`src/rtl/mac_drv_pkg.sv`:
```
// Shared types for the MAC driver: FSM state encoding.
package mac_drv_pkg;

  typedef enum logic [2:0] {
    ST_IDLE   = 3'd0,
    ST_CLR    = 3'd1,
    ST_ACCUM  = 3'd2,
    ST_FLUSH  = 3'd3,
    ST_RESULT = 3'd4
  } mac_drv_state_t;

endpackage

```
`src/rtl/mac_driver.sv`:
```
// Sequences one dot product through an external MAC: clear, feed LEN operand
// pairs, wait out the MAC pipeline, then hand the accumulator to the consumer.
module mac_driver
  import mac_drv_pkg::*;
#(
  parameter int DATA_WIDTH = 8,
  parameter int LEN        = 8
) (
  input  logic                    clk,
  input  logic                    rst_n,
  input  logic                    start,
  input  logic                    abort,
  output logic                    busy,
  input  logic                    in_valid,
  output logic                    in_ready,
  input  logic [DATA_WIDTH-1:0]   in_a,
  input  logic [DATA_WIDTH-1:0]   in_b,
  output logic                    mac_en,
  output logic                    mac_clr,
  output logic [DATA_WIDTH-1:0]   mac_a,
  output logic [DATA_WIDTH-1:0]   mac_b,
  input  logic [3*DATA_WIDTH-1:0] mac_cout,
  output logic                    res_valid,
  input  logic                    res_ready,
  output logic [3*DATA_WIDTH-1:0] res_data
);

  localparam int CW = $clog2(LEN + 1);
  localparam logic [CW-1:0] LAST_C = CW'(LEN - 1);

  mac_drv_state_t state_r;
  mac_drv_state_t state_next_s;
  logic [CW-1:0]  cnt_r;
  logic           flush_r;
  logic           accept_s;
  logic           flush_done_s;

  // Next-state decode; abort overrides everything, including start in IDLE.
  always_comb begin
    state_next_s = state_r;
    accept_s     = 1'b0;
    flush_done_s = 1'b0;
    if (abort) begin
      state_next_s = ST_IDLE;
    end else begin
      case (state_r)
        ST_IDLE: begin
          if (start) state_next_s = ST_CLR;
          else       state_next_s = ST_IDLE;
        end
        ST_CLR: begin
          state_next_s = ST_ACCUM;
        end
        ST_ACCUM: begin
          if (in_valid) begin
            accept_s = 1'b1;
            if (cnt_r == LAST_C) state_next_s = ST_FLUSH;
            else                 state_next_s = ST_ACCUM;
          end else begin
            state_next_s = ST_ACCUM;
          end
        end
        ST_FLUSH: begin
          // Two cycles: one for the last mac_en, one for mac_cout to settle.
          if (flush_r) begin
            flush_done_s = 1'b1;
            state_next_s = ST_RESULT;
          end else begin
            state_next_s = ST_FLUSH;
          end
        end
        ST_RESULT: begin
          if (res_ready) state_next_s = ST_IDLE;
          else           state_next_s = ST_RESULT;
        end
        default: begin
          state_next_s = ST_IDLE;
        end
      endcase
    end
  end

  // State, handshake flags, MAC commands and result capture.
  always_ff @(posedge clk or negedge rst_n) begin
    if (!rst_n) begin
      state_r   <= ST_IDLE;
      cnt_r     <= {CW{1'b0}};
      flush_r   <= 1'b0;
      busy      <= 1'b0;
      in_ready  <= 1'b0;
      mac_en    <= 1'b0;
      mac_clr   <= 1'b0;
      mac_a     <= {DATA_WIDTH{1'b0}};
      mac_b     <= {DATA_WIDTH{1'b0}};
      res_valid <= 1'b0;
      res_data  <= {(3*DATA_WIDTH){1'b0}};
    end else begin
      state_r   <= state_next_s;
      busy      <= (state_next_s != ST_IDLE);
      in_ready  <= (state_next_s == ST_ACCUM);
      res_valid <= (state_next_s == ST_RESULT);
      flush_r   <= (state_r == ST_FLUSH) && (state_next_s == ST_FLUSH);
      mac_clr   <= (state_r == ST_IDLE) && (state_next_s == ST_CLR);
      mac_en    <= accept_s;
      if (accept_s) begin
        mac_a <= in_a;
        mac_b <= in_b;
        cnt_r <= cnt_r + CW'(1);
      end else if (state_next_s == ST_CLR) begin
        cnt_r <= {CW{1'b0}};
      end
      if (flush_done_s) begin
        res_data <= mac_cout;
      end
    end
  end

endmodule

```
`config.mk`:
```
export PLATFORM = sky130hd
export DESIGN_NAME = mac_driver
export DESIGN_NICKNAME = d
export VERILOG_FILES = /design/src/rtl/mac_drv_pkg.sv /design/src/rtl/mac_driver.sv
export SDC_FILE = /design/constraint.sdc
export NUM_CORES = 1
export LEC_CHECK = 0
export ABC_AREA = 1
export CAP_MARGIN = 20
export CORE_UTILIZATION = 40
export DETAILED_ROUTE_END_ITERATION = 10
export PLACE_DENSITY = 0.84
export SLEW_MARGIN = 20
export SYNTH_ARGS = -nofsm -noshare
export SYNTH_HDL_FRONTEND = slang
export SYNTH_SLANG_ARGS = --single-unit
export TNS_END_PERCENT = 5
```
`constraint.sdc`:
```
create_clock -name clk -period 2.65 [get_ports clk]
set_input_delay 0.6625 -clock clk [delete_from_list [all_inputs] [get_ports clk]]
set_output_delay 0.6625 -clock clk [all_outputs]
set_load 0.05 [all_outputs]
```
After elaboration in Yosys (flattened, before gate mapping). Index checks and enable logic that the tools add are counted.

Multipliers: 0. Add/sub/neg operators: 1. Equal/unequal tests: 9. Divide/modulo/power cells: 0. Order comparisons: 0. Shifts and indexed selects: 0. Reductions and logical operators: 5. Mux-type cells: 15. Bitwise operators: 0.

Operators with widths (number): $pmux W3 S5 (1); $eq A3 B2 Y1 const B (4); $mux W3 (4); $mux W1 (8); $mux W4 (2); $eq A3 B1 Y1 const B (2); $eq A3 B3 Y1 const B (2); $add A4 B1 Y4 const B (1); $eq A4 B3 Y1 const B (1); $logic_not A3 Y1 (1); $reduce_bool A3 Y1 (1); $logic_and A1 B1 Y1 (2); $reduce_bool A2 Y1 (1).

Latch bits: 0. Logic and storage cells: 41. Memory bits (read-only): 0. Output and inout bits: 45. Input bits: 46. Register bits: 53. Bits in writable memories: 0. Memories kept: 0.

Longest topological paths before layout. Gate-level depths: netlist of run 1.

Depth after elaboration: 8. Depth in mapped cells: 8. Gate-level depth less buffers: 8.

Worst setup path before layout of run 1. No wires, ideal clock.

Path kind: input port to flip-flop. From: in abort. To: reg res_data[0]. Required time: 2.525 ns. Arrival: 1.413 ns. Library setup time: 0.125 ns. Setup slack: 1.112 ns. Cell stages on the path: 4. Buffers on the path: 1. Cell sequence: nor2_2 -> nand4_4 -> buf_6 -> mux2_4.

Cells in the longest elaborated chain, start to end: 1.

RTL lines: start, declared (RTL line mac_driver.sv:12) `input logic abort,`; $mux W1 (RTL line mac_driver.sv:43) `if (abort) begin`; end signal, assigned (RTL line mac_driver.sv:96) `res_data <= {(3*DATA_WIDTH){1'b0}};`; end signal, assigned (RTL line mac_driver.sv:113) `res_data <= mac_cout;`; end, declared (RTL line mac_driver.sv:25) `output logic [3*DATA_WIDTH-1:0] res_data`.

No other way between the ends. A chain may end at the register's enable or synchronous reset.

Final worst setup path of run 1.
From: in abort. To: reg res_data[22].

The elaborated chain is that of the path after synthesis.

==> results of run 1 <==
-- worst max-delay path by stage --
stage	startpoint	to	cells after the start
global route	abort	res_data[18]	4
detailed placement	abort	res_data[22]	4
floorplan	abort	res_data[0]	4
CTS	abort	res_data[22]	4
global placement	abort	res_data[4]	4
finish	abort	res_data[22]	4
-- sequential cells by signal, summed over array words and instances, names as in the netlist --
| name | flops |
|---|---|
| mac_b | 8 |
| mac_a | 8 |
| in_ready | 1 |
| state_r | 3 |
| cnt_r | 4 |
| res_valid | 1 |
| res_data | 24 |
| flush_r | 1 |
| mac_clr | 1 |
| mac_en | 1 |
| busy | 1 |
-- power by group through the flow --
stage / registers [mW] / clock network [mW] / logic (mW)
after global routing: 0.960 / 0.595 / 0.684
final: 0.949 / 0.540 / 0.647
after floorplan: 1.25 / 0 / 0.0873
after detailed placement: 0.963 / 0 / 0.653
after global placement: 0.962 / 0 / 0.642
after CTS: 0.950 / 0.560 / 0.654
-- worst max-delay path, stage by stage --
cell and delay, ns:
clkdlybuf4s50_1 0.52, nor2_2 0.24, nand4_4 0.48, mux2_4 0.48
-- layout make-up --
type	instances	area, sq um
clock buffers	7	86.3
clock inverters	1	30.0
fillers	420	1930
inverters	13	48.8
multi-input cells	114	753
flip-flops and latches	53	1330
well taps	70	87.6
repair buffers	92	911
-- cells by family (layout without fill, tap and decap cells) --
group,Yosys count,after routing
simple gates,82,82
flops,53,53
mux,24,24
buf+inv,19,113
compound gates,7,7
fa+ha+maj,1,1
-- per-stage QoR --
step,cells,power [mW],cell area (sq um),utilization (%)
final,350,2.14,3240,62.7
after global routing,350,2.24,3240,62.7
after CTS,350,2.16,3240,62.7
after detailed placement,342,1.62,3130,60.4
after global placement,342,1.60,3130,60.4
after floorplan,186,1.34,2180,-
-- per-layer routing --
metal / track usage (%) / share of wire [%]
met4: 3.70 / 0.67
met3: 5.69 / 9.1
met2: 27.1 / 48
met5: 0 / 0
met1: 17.2 / 42
-- cell usage after synthesis, drive strengths merged --
cell type,instances
ha,1
dfrtp,53
o22ai,1
nand2,62
a21oi,3
nand3,11
o21ai,2
or2,1
inv,13
mux2,24
buf,6
nand4,2
o211ai,1
nor2,6
==> impl_metrics.tcl, run 1 <==
set metrics [dict create \
    r2r-start "state_r[2]" \
    cts_resized 0 \
    viasPerCell 4.57 \
    clk-insertion-delay-late_ns 0.29 \
    num_vias 1600 \
    r2r_cells 3 \
    r2r-end "res_data[22]" \
    p_per_area_mw_per_mm2 659 \
    ys_top_cells_by_area "dfrtp_1 61%, mux2_4 14%, nand2_1 11%" \
    die_area_sq_mm 0.00575 \
    io_pins 91 \
    post-cts-setup-buffers 0 \
    setup_viol 0 \
    status "complete, no violations" \
    grt_pass1_wl_um 6510 \
    switching_share_pct 32.7 \
    critPathLaunchType "input port" \
    drt_iter0_drc 42 \
    wirelength_um 4340 \
    cp-end-kind "register" \
    cp_max_fo 24 \
    fin_ws_ns 0.441 \
    finalNetCount 326 \
    antenna_found_initial 0 \
    yosys.area_share.xor_xnor_pct 0 \
    maxSlewHeadroom_pct 57.5 \
    grt_max_degree 54 \
    syn_nets 233 \
    root_buffer "clkbuf_8" \
    cts_buffers 5 \
    drtAntennaViolNets 0 \
    p_comb_share_pct 30.3 \
    fmax_mhz 453 \
    fp.dieW_um 75.8 \
    yosysTopAreaCellShare_pct 60.8 \
    switchingPower_uw 699 \
    muxShareOfSynthArea_pct 15.8 \
    synthSimpleGateAreaFrac_pct 16.4 \
    synth_cell_types 21 \
    drc 0 \
    port_buffers 90 \
    ys_seq_area_share_pct 60.8 \
    mappedNetlistArea_sq_mm 0.00218 \
    diodes 0 \
    synth-compound-area-share_pct 1.78 \
    coreArea_sq_mm 0.00517 \
    drv_slew 0 \
    grt_usage_pct 15.2 \
    maxCapViolations 0 \
    num_rows 26 \
    clk_pin_slew_ns 0.08 \
    synth_fa_ha_area_share_pct 0.574 \
    clkSinkCount 53 \
    power_frac_clock_pct 25.3 \
    die_h_um 75.8 \
    synthCells 186 \
    rrSetupSlack_ns 0.95 \
    synth_top_family_by_area "simple AND/OR/NAND/NOR gates" \
    gp_congestion 0.761 \
    htree_levels 2 \
    initial_utilization_pct 42.1 \
    p_seq_share_pct 44.4 \
    cts_max_path_buffers 2 \
    min_path_type "in -> async" \
    synth_top_area_cell "dfrtp_1" \
    crit_required_ns 2.83 \
    dr.pass1.iters 4 \
    layout_worst_path_cycle_share_pct 83.4 \
    period_minus_slack_ns 2.21 \
    cts_tree "done" \
    ctsHoldBuffers 0 \
    irDropWorstVdd_mv 0.420 \
    hold_ws_ns 0.467 \
    final_cell_mix "89 x clkdlybuf4s50_1, 62 x nand2_1, 53 x dfrtp_1" \
    post_drt_wl_per_cell_um 12.4 \
    fin_tns_setup_ns 0 \
    drive_gt1_share_pct 13.9 \
    grt_pass1_vias 1501 \
    p_leak_nw 1.64 \
    hpwl_um 3180 \
    worst_pin_slew_ns 0.637 \
    crit_type "in -> reg" \
    postSynthAreaPerCell_sq_um 11.7 \
    overflow 0 \
    areaGrowthSynthToFinish_pct 48.8 \
    ys_warn_count 0 \
    p_int_mw 1.44 \
    fin_skew_ns 0.00365 \
    post-place-ws_ns 0.115 \
    hold_viol 0 \
    rsz0062_at_grt "no" \
    crit_arrival_ns 2.39 \
    final_common_cell "clkdlybuf4s50_1" \
    ys_ff_latch 53 \
]
(Power assumes the default switching activity.)
==> run 2, diff against run 1 <==
- CORE_UTILIZATION: 40 -> 38
- PLACE_DENSITY: 0.84 -> 0.83
- clock period: 2.65 -> 1.8 ns (I/O delays scaled with it)
==> impl_metrics.tcl, run 2 (synthesized netlist as in run 1, its figures left out) <==
set metrics [dict create \
    post_drt_wl_per_cell_um 12.1 \
    root_buffer "clkbuf_8" \
    regMostFlops "res_data" \
    rsz0062_at_grt "no" \
    p_per_area_mw_per_mm2 937 \
    gp_congestion 0.783 \
    final_common_cell "nand2_1" \
    crit_start "abort" \
    fin_util_pct 57.1 \
    grt_max_degree 28 \
    areaGrowthSynthToFinish_pct 44.4 \
    grt_pass1_vias 1596 \
    crit_arrival_ns 1.68 \
    overflow 0 \
    antenna_found_initial 0 \
    clk-insertion-delay-late_ns 0.30 \
    placed_cells 347 \
    crit_required_ns 1.99 \
    min_path_type "in -> async" \
    layout_worst_path_cycle_share_pct 82.8 \
    cts_resized 0 \
    crit_path_end "res_data[19]" \
    initial_utilization_pct 39.6 \
    htree_levels 2 \
    crit_type "in -> reg" \
    drv_slew 0 \
    hold_ws_ns 0.0933 \
    num_vias 1601 \
    wirelength_um 4310 \
    fin_skew_ns 0.00611 \
    fin_tns_setup_ns 0 \
    cpPeakStageDelay_ns 0.43 \
    clkSinkCount 53 \
    post-cts-setup-buffers 0 \
    port_buffers 90 \
    period_minus_slack_ns 1.49 \
    die_area_sq_mm 0.00604 \
    drtAntennaViolNets 0 \
    hpwl_um 3220 \
    cts_tree "done" \
    coreArea_sq_mm 0.00551 \
    final_cell_mix "62 x nand2_1, 53 x dfrtp_1, 48 x buf_4" \
    ctsHoldBuffers 0 \
    critPathSlowestCell "clkdlybuf4s50_1" \
    dr.pass1.iters 4 \
    drc 0 \
    total_power_mw 2.95 \
    critPathLaunchType "input port" \
    r2r_cells 7 \
    irDropWorstVdd_mv 0.614 \
    rrSetupSlack_ns 0.39 \
    largest_register_ffs 24 \
    viasPerCell 4.51 \
    io_pins 91 \
    n_fill_cell 465 \
    top_regs "res_data: 24 flops, mac_a: 8 flops, mac_b: 8 flops" \
    status "complete, no violations" \
    worst_pin_slew_ns 0.471 \
    r2r-end "cnt_r[2]" \
    cts_buffers 5 \
    fp.dieW_um 77.7 \
    maxSlewHeadroom_pct 68.6 \
    clk_pin_slew_ns 0.09 \
    diodes 0 \
    grt_pass1_wl_um 7150 \
    cp_max_fo 24 \
    p_leak_nw 1.73 \
    finalNetCount 329 \
    num_rows 27 \
    maxCapViolations 0 \
    die_h_um 77.7 \
    critical_path.cell_chain "clkdlybuf4s50_1, nor2_2, nand4_4, buf_12, mux2_4" \
    grt_usage_pct 15.1 \
    setup_viol 0 \
    fmax_mhz 671 \
    r2r-start "state_r[0]" \
    drive_gt1_share_pct 30.7 \
    fin_cells 355 \
    cts_max_path_buffers 2 \
    hold_viol 0 \
    cp-end-kind "register" \
    drt_iter0_drc 44 \
]
run 2: worst min path at each step:
| stage | from | endpoint | slack, ns | cells after the start |
|---|---|---|---|---|
| floorplan | rst_n | busy | 0.15 | 0 |
| global placement | rst_n | res_data[0] | 0.43 | 1 |
| detailed placement | rst_n | res_data[4] | 0.43 | 1 |
| CTS | rst_n | res_data[4] | 0.11 | 1 |
| global route | rst_n | res_data[5] | 0.12 | 1 |
| finish | rst_n | res_data[4] | 0.09 | 1 |
run 2: metrics by stage:
step                      area, sq um  worst slack (ns)
after detailed placement         3060           -0.0137
after global routing             3150             0.262
after global placement           3060            0.0102
final                            3150             0.309
after CTS                        3150             0.309
after floorplan                  2180             0.474
run 2: report_power, final:
part           total, mW  internal, mW  leakage, nW  switching [mW]
Combinational      0.914         0.305        0.970           0.608
Clock              0.628         0.270       0.0450           0.358
Sequential          1.41          1.32        0.715          0.0864
run 2: layout make-up:
| class | instances | area (sq um) | area share (%) |
|---|---|---|---|
| clock buffers | 6 | 72.6 | 2.31 |
| multi-input cells | 114 | 753 | 23.9 |
| inverters | 13 | 48.8 | 1.55 |
| repair buffers | 95 | 846 | 26.9 |
| flip-flops and latches | 53 | 1330 | 42.1 |
| clock inverters | 2 | 10.0 | 0.318 |
| well taps | 72 | 90.1 | 2.86 |
run 2: critical path: cells and delay by family:
family                 cells  cell delay [ns]
multiplexers               1             0.31
AND/OR/NAND/NOR            2             0.28
buffers and inverters      2             0.63
run 2: per-layer routing:
metal  vias to the layer above  track usage, %  wire length [um]
met3                         7            4.59               296
met1                       752            18.6              1900
li1                        786               -                 -
met2                        56            25.6              2060
met5                         -               0                 0
met4                         0            4.15                56
